$ cat src/rtl/calc_alu_sequencer.sv
// calc_alu_sequencer: multi-cycle add/sub/mul/div controller on a shared iterative datapath
module calc_alu_sequencer #(
    parameter int WIDTH = 16,
    parameter int CNT_W = 5
) (
    input  logic             Clk,
    input  logic             Reset,
    input  logic             Start,
    input  logic [1:0]       Op,
    input  logic [WIDTH-1:0] A,
    input  logic [WIDTH-1:0] B,
    input  logic             Ack,
    output logic             Busy,
    output logic             Done,
    output logic [WIDTH-1:0] Result,
    output logic [WIDTH-1:0] Remainder,
    output logic             Flag,
    output logic             Err
);
    typedef enum logic [6:0] {
        S_IDLE = 7'b0000001,
        S_ADD  = 7'b0000010,
        S_SUB  = 7'b0000100,
        S_MUL  = 7'b0001000,
        S_DIV  = 7'b0010000,
        S_ERR  = 7'b0100000,
        S_DONE = 7'b1000000
    } state_t;

    state_t             state_q, state_d;
    logic [CNT_W-1:0]   cnt_q, cnt_d;
    logic [2*WIDTH-1:0] x_q, x_d;
    logic [WIDTH-1:0]   y_q, y_d;
    logic [2*WIDTH-1:0] acc_q, acc_d;
    logic [WIDTH-1:0]   res_q, res_d;
    logic [WIDTH-1:0]   rem_q, rem_d;
    logic               flag_q, flag_d;

    logic [WIDTH:0]     sum;
    logic [WIDTH:0]     trial;
    logic [WIDTH-1:0]   trial_sub;
    logic               trial_ge;
    logic [2*WIDTH-1:0] mul_acc;
    logic [2*WIDTH-1:0] div_acc;
    logic               last;

    assign sum       = {1'b0, x_q[WIDTH-1:0]} + {1'b0, y_q};
    // Partial remainder shifted left with the next dividend bit; needs one extra bit.
    assign trial     = acc_q[2*WIDTH-1:WIDTH-1];
    assign trial_ge  = trial >= {1'b0, y_q};
    assign trial_sub = trial[WIDTH-1:0] - y_q;
    assign div_acc   = {trial_ge ? trial_sub : trial[WIDTH-1:0], acc_q[WIDTH-2:0], trial_ge};
    assign mul_acc   = acc_q + (y_q[0] ? x_q : '0);
    assign last      = cnt_q == CNT_W'(WIDTH - 1);

    assign Busy      = (state_q == S_ADD) || (state_q == S_SUB) || (state_q == S_MUL) || (state_q == S_DIV);
    assign Done      = (state_q == S_DONE) || (state_q == S_ERR);
    assign Err       = state_q == S_ERR;
    assign Result    = res_q;
    assign Remainder = rem_q;
    assign Flag      = flag_q;

    // Next-state and datapath step selection.
    always_comb begin
        state_d = state_q;
        cnt_d   = cnt_q;
        x_d     = x_q;
        y_d     = y_q;
        acc_d   = acc_q;
        res_d   = res_q;
        rem_d   = rem_q;
        flag_d  = flag_q;
        case (state_q)
            S_IDLE: if (Start) begin
                x_d     = {{WIDTH{1'b0}}, A};
                y_d     = B;
                acc_d   = Op == 2'b11 ? {{WIDTH{1'b0}}, A} : '0;
                cnt_d   = '0;
                res_d   = '0;
                rem_d   = '0;
                flag_d  = 1'b0;
                state_d = Op == 2'b00 ? S_ADD :
                          Op == 2'b01 ? S_SUB :
                          Op == 2'b10 ? S_MUL :
                          B == '0     ? S_ERR : S_DIV;
            end
            S_ADD: begin
                res_d   = sum[WIDTH-1:0];
                flag_d  = sum[WIDTH];
                state_d = S_DONE;
            end
            S_SUB: begin
                res_d   = x_q[WIDTH-1:0] - y_q;
                flag_d  = x_q[WIDTH-1:0] < y_q;
                state_d = S_DONE;
            end
            S_MUL: begin
                acc_d   = mul_acc;
                x_d     = x_q << 1;
                y_d     = y_q >> 1;
                cnt_d   = last ? '0 : cnt_q + CNT_W'(1);
                res_d   = last ? mul_acc[WIDTH-1:0] : res_q;
                flag_d  = last ? |mul_acc[2*WIDTH-1:WIDTH] : flag_q;
                state_d = last ? S_DONE : S_MUL;
            end
            S_DIV: begin
                acc_d   = div_acc;
                cnt_d   = last ? '0 : cnt_q + CNT_W'(1);
                res_d   = last ? div_acc[WIDTH-1:0] : res_q;
                rem_d   = last ? div_acc[2*WIDTH-1:WIDTH] : rem_q;
                state_d = last ? S_DONE : S_DIV;
            end
            S_ERR, S_DONE: state_d = Ack ? S_IDLE : state_q;
            default: state_d = S_IDLE;
        endcase
    end

    // State and datapath registers with synchronous reset.
    always_ff @(posedge Clk) begin
        if (Reset) begin
            state_q <= S_IDLE;
            cnt_q   <= '0;
            x_q     <= '0;
            y_q     <= '0;
            acc_q   <= '0;
            res_q   <= '0;
            rem_q   <= '0;
            flag_q  <= 1'b0;
        end else begin
            state_q <= state_d;
            cnt_q   <= cnt_d;
            x_q     <= x_d;
            y_q     <= y_d;
            acc_q   <= acc_d;
            res_q   <= res_d;
            rem_q   <= rem_d;
            flag_q  <= flag_d;
        end
    end
endmodule

$ cat config.mk
export PLATFORM = sky130hd
export DESIGN_NAME = calc_alu_sequencer
export DESIGN_NICKNAME = d
export VERILOG_FILES = /design/src/rtl/calc_alu_sequencer.sv
export SDC_FILE = /design/constraint.sdc
export NUM_CORES = 1
export LEC_CHECK = 0
export BUFFER_PORTS_ARGS = -buffer_cell sky130_fd_sc_hd__buf_2
export CORE_MARGIN = 2
export CORE_UTILIZATION = 35
export DETAILED_ROUTE_END_ITERATION = 10
export HOLD_SLACK_MARGIN = 0.15
export PLACE_DENSITY_LB_ADDON = 0.2
export SLEW_MARGIN = 15
export SYNTH_ARGS = -nofsm -noshare
export SYNTH_HDL_FRONTEND = slang
export SYNTH_SLANG_ARGS = --single-unit
$ cat constraint.sdc
create_clock -name Clk -period 4.1 [get_ports Clk]
set_clock_uncertainty 0.2 [all_clocks]
set_input_delay 0.41 -clock Clk [delete_from_list [all_inputs] [get_ports Clk]]
set_output_delay 0.41 -clock Clk [all_outputs]
set_load 0.05 [all_outputs]
Word-level counts from Yosys, hierarchy flattened
Cells that the tools add are included.

word-level totals
  register bits after elaboration = 125
  bits of input ports = 38
  output and inout port bits = 36
  logic and storage cells = 83

operators by class
  add/subtract/negate cells = 5
  $lt $le $gt $ge = 2
  equal/unequal tests = 15
  multiplexer cells = 30
  reductions and logical operators = 23

operator list
  cell                                                              count
  16-bit 2-to-1 mux                                                 7
  32-bit 2-to-1 mux                                                 3
  32-bit case mux with 3 select lines                               1
  16-bit case mux with 5 select lines                               1
  16-bit case mux with 2 select lines                               2
  32-bit case mux with 2 select lines                               1
  7-bit case mux with 5 select lines                                1
  32-bit adder                                                      1
  16-bit subtractor                                                 2
  7-bit 2-to-1 mux                                                  4
  6-bit 2-to-1 mux                                                  4
  16-bit by 16-bit adder with 17-bit output                         1
  17-bit by 16-bit greater-or-equal comparator with 1-bit output    1
  16-bit zero test                                                  1
  16-bit < comparator                                               1
  16-bit OR reduction                                               1
  5-bit 2-to-1 mux                                                  2
  5-bit case mux with 2 select lines                                1
  2-bit != test (second input constant)                             4
  2-bit AND reduction                                               4
  7-bit by 1-bit == test with 1-bit output (second input constant)  1
  7-bit by 2-bit == test with 1-bit output (second input constant)  1
  7-bit by 3-bit == test with 1-bit output (second input constant)  1
  7-bit by 4-bit == test with 1-bit output (second input constant)  1
  18 further kinds                                                  28

Depth between registers and ports, before layout
  depth after elaboration = 7
  depth in mapped cells = 14

Worst setup path before layout
No wires, ideal clock.

  kind = register to register
  start point = register y_q[0]
  end point = register flag_q (netlist: Flag)
  data arrival time = 3,044 ps
  required time = 3,770 ps
  setup slack = 726 ps
  stages on the path, launching flop included = 15
  buffers on the path = 1
  clock period less this slack = 3,374 ps
  path through = dfxtp_1 > clkbuf_1 > nand2_1 > inv_1 > ha_1 > a21o_1 > a21o_1 > a211oi_4 > a211oi_1 > or3_1 > a221oi_2 > nand4b_1 > nor4_1 > and4bb_1 > o41ai_1

between the ends
  longest elaborated chain between the ends = 5

RTL lines
  item                                  line  source
  start, declared                       33    logic [WIDTH-1:0] y_q, y_d;
  start signal, assigned                133   y_q <= y_d;
  32-bit 2-to-1 mux                     53    assign mul_acc = acc_q + (y_q[0] ? x_q : '0);
  32-bit adder                          53
  16-bit OR reduction                   103   flag_d = last ? |mul_acc[2*WIDTH-1:WIDTH] : flag_q;
  1-bit 2-to-1 mux                      103
  1-bit case mux with 4 select lines *  73    case (state_q)
  end signal, assigned                  137   flag_q <= flag_d;
  end, declared                         37    logic flag_q, flag_d;

Every way passes the cells marked *; elsewhere a longest branch is shown, timed or not. The select of a mux whose other input is x is not followed.
A chain may end at the register's enable or synchronous reset.

Worst setup path in the final report
Same ends and word-level chain as after synthesis.

==> metrics.csv <==
metric,value,unit
status,finished clean,
"area leader, netlist",dfxtp_1,
sinks on the clock net,125,
port buffer count,73,
CP cell instances,buf_6 -> and2_1 -> ha_1 -> nand4_2 -> or2_1 -> o311ai_0 -> mux2i_1 -> a2111oi_2 -> nand4b_1 -> nor4_1 -> and4bb_1 -> o41ai_1,
Hold Path Stages,3,
number of global-route vias before repair,9892,
largest net degree at the start of global routing,106,
delay of the slowest critical-path stage,0.44,ns
# DRC,0,
nets in the synthesized netlist,1445,
Total Die Area,29400,sq um
starting utilization of the core area,35.4,%
number of warnings printed during yosys synthesis,0,
final worst path period need,3.80,ns
CP max FO,27,
area share of the largest cell type after synthesis,25.5,%
switching power summed over all nets,1.38,mW
setup slack of the critical path after layout,0.303,ns
endpoint required time on the critical path,4.21,ns
horizontal extent of the die,171,um
Max-Cap Viols,0,
CP endpoint kind,flip-flop,
Tcrit/Tclk final,92.6,%
most common flop cell mapped by yosys,dfxtp_1,
number of antenna violations at the first check in global routing,0,
remaining global-route overflow,0,
Hold Path Class,primary input to flip-flop,
gate count of the mapped netlist,1323,
RSZ-0062 raised after global routing,no,
total placed instance area,10600,sq um
global routing usage on met3,4.42,%
layout cells sized above 1,12.3,%
clock tree root buffer cell,clkbuf_16,
worst setup path category,flip-flop to flip-flop,
average cell area after synthesis,7.41,sq um
Sequential Power Share,33.8,%
"EDFF count, synth",0,
total half-perimeter wirelength after legalization and detailed placement,26100,um
count of cell types in the netlist,85,
core footprint,27700,sq um
IO Count,74,
number of violations reported at the end of detailed-routing iteration 0,975,
number of core rows,61,
number of buffers added by the clock tree synthesis step,17,
"Clk Latency, worst-skew pair",0.44,ns
via count,10500,
"FFs w/ async S/R, synth",0,%
wire length of the first global-routing pass,55400,um
netlist area before placement,9810,sq um
Setup-failing EPs final,0,
cell with the most instances after synthesis,nand2_1,
worst setup slack before clock tree synthesis,0.133,ns
setup total negative slack,0,ns
number of buffers on the longest clock path,2,
routed wirelength normalized by instance count,19.8,um
fin nets,1529,
clock-pin slew reported for the worst setup and hold paths after clock tree synthesis,0.07,ns
grt met2 use,39.3,%
internal power consumption,2.59,mW
fillcell total,2879,
final count of hold timing violations,0,
post-route cell area,11600,sq um
Worst setup SP type,flip-flop,
signal arrival time at the worst endpoint,3.91,ns
fraction of power spent switching nets,34.7,%
standby leakage power,4.77,nW
number of synthesized register bits,125,
Final Power,3.96,mW
global placement routability congestion,0.912,
total iterations of the first detailed-routing run,7,
"top cells by area, synth","dfxtp_1, ha_1, nand2_1",
Max Clk Rate,263,MHz
"Area growth, synth to finish",18.7,%
met1 Use GR,33.4,%
die height,171,um
worst-margin pin slew,0.988,ns
H-tree Lvls,4,
worst max-slew margin expressed relative to the limit,33.9,%
Clk network pwr share,39.4,%
CTS tree,done,
power density of the placed cells,341,nW/um^2
diodes inserted,0,
Worst VDD drop,0.258,mV
grt peak-use layer,met2,
average via count per standard cell,5.83,
highest-delay cell along the critical path,ha_1,
register area share after synthesis,25.5,%
combinational power share,26.8,%
total track usage,24.3,%
number of pins exceeding their max-slew limit in the final report,0,
final WL,35600,um
top post-synthesis cells by count,"nand2_1, nor2_1, dfxtp_1",
Antenna Violating Nets Remaining,0,
Reg2Reg Depth,12,
kinds of logic after synthesis:
group | synth area share, %
buffers and inverters | 5.01
XOR/XNOR | 3.39
AO/OA/AOI/OAI | 29.5
multiplexers | 1.54
AND/OR/NAND/NOR | 24.0
adder cells (fa/ha/maj) | 11.0
flip-flops | 25.5
power by group through the flow:
stage	clock, mW	combinational, mW	sequential [mW]
after CTS	1.58	1.04	1.34
after global placement	0	1.01	1.37
after floorplan	0	0.657	1.39
after detailed placement	0	1.01	1.37
after global routing	1.63	1.15	1.35
final	1.56	1.06	1.34
state kept, by name, summed over array words and instances, names as in the netlist:
signal     count
acc_q         32
x_q           32
Remainder     16
Result        16
y_q           16
state_q        7
cnt_q          5
Flag           1
stage by stage:
step                      util (%)  hold slack (ns)  cells
after CTS                     41.8            0.189   1796
after detailed placement      38.4            0.243   1729
after global routing          42.0            0.197   1798
after global placement        38.4            0.241   1729
final                         42.0            0.202   1798
after floorplan                  -            0.241   1323
metal layers:
metal  routed length, um  share of wire (%)  vias up
met4                 548                1.5        0
met5                   0                  0        -
met1               16300                 46     5053
li1                    -                  -     5011
met2               16200                 46      376
met3                2510                7.1       42
critical path: cells and delay by family (launching register included):
kind / cells / cell delay [ns]
buffers and inverters: 1 / 0.19
flip-flops: 1 / 0.37
AO/OA/AOI/OAI: 3 / 0.86
AND/OR/NAND/NOR: 6 / 1.44
multiplexers: 1 / 0.15
adder cells (fa/ha/maj): 1 / 0.44
repair_timing:
action / in CTS / in global routing
gates resized for setup: 0 / 7
setup buffers: 0 / 2
hold buffers: 35 / 0
endpoints found under the hold margin: 44 / 0
endpoints found under the setup margin: 0 / 2
cell usage in the layout, fill, tap and decap left out, drive strengths merged, types with 20 or more instances in the layout:
| cell type | n |
|---|---|
| clkbuf | 20 |
| nor3 | 43 |
| o21ai | 85 |
| dlygate4sd3 | 35 |
| a21o | 28 |
| a211oi | 29 |
| inv | 56 |
| and2 | 34 |
| nand2 | 173 |
| nor2 | 136 |
| ha | 80 |
| nand3 | 41 |
| a311oi | 31 |
| xnor2 | 24 |
| dfxtp | 125 |
| buf | 105 |
| a21oi | 119 |
cell type report:
class                   count  area (sq um)  area share, %
inverters                  53           199           1.71
clock inverters            12           136           1.17
repair buffers            140          1000           8.59
well taps                 378           473           4.06
multi-input cells        1070          6870           59.0
flip-flops and latches    125          2500           21.5
clock buffers              20           457           3.92
final timing paths:
check | from | to | slack, ns
max | y_q[0] | Flag | 0.30
min | B[0] | y_q[0] | 0.20
max reg2reg | y_q[0] | Flag | 0.30
min reg2reg | Result[11] | Result[11] | 0.25
Note: power is estimated with default switching activity, not from simulation.
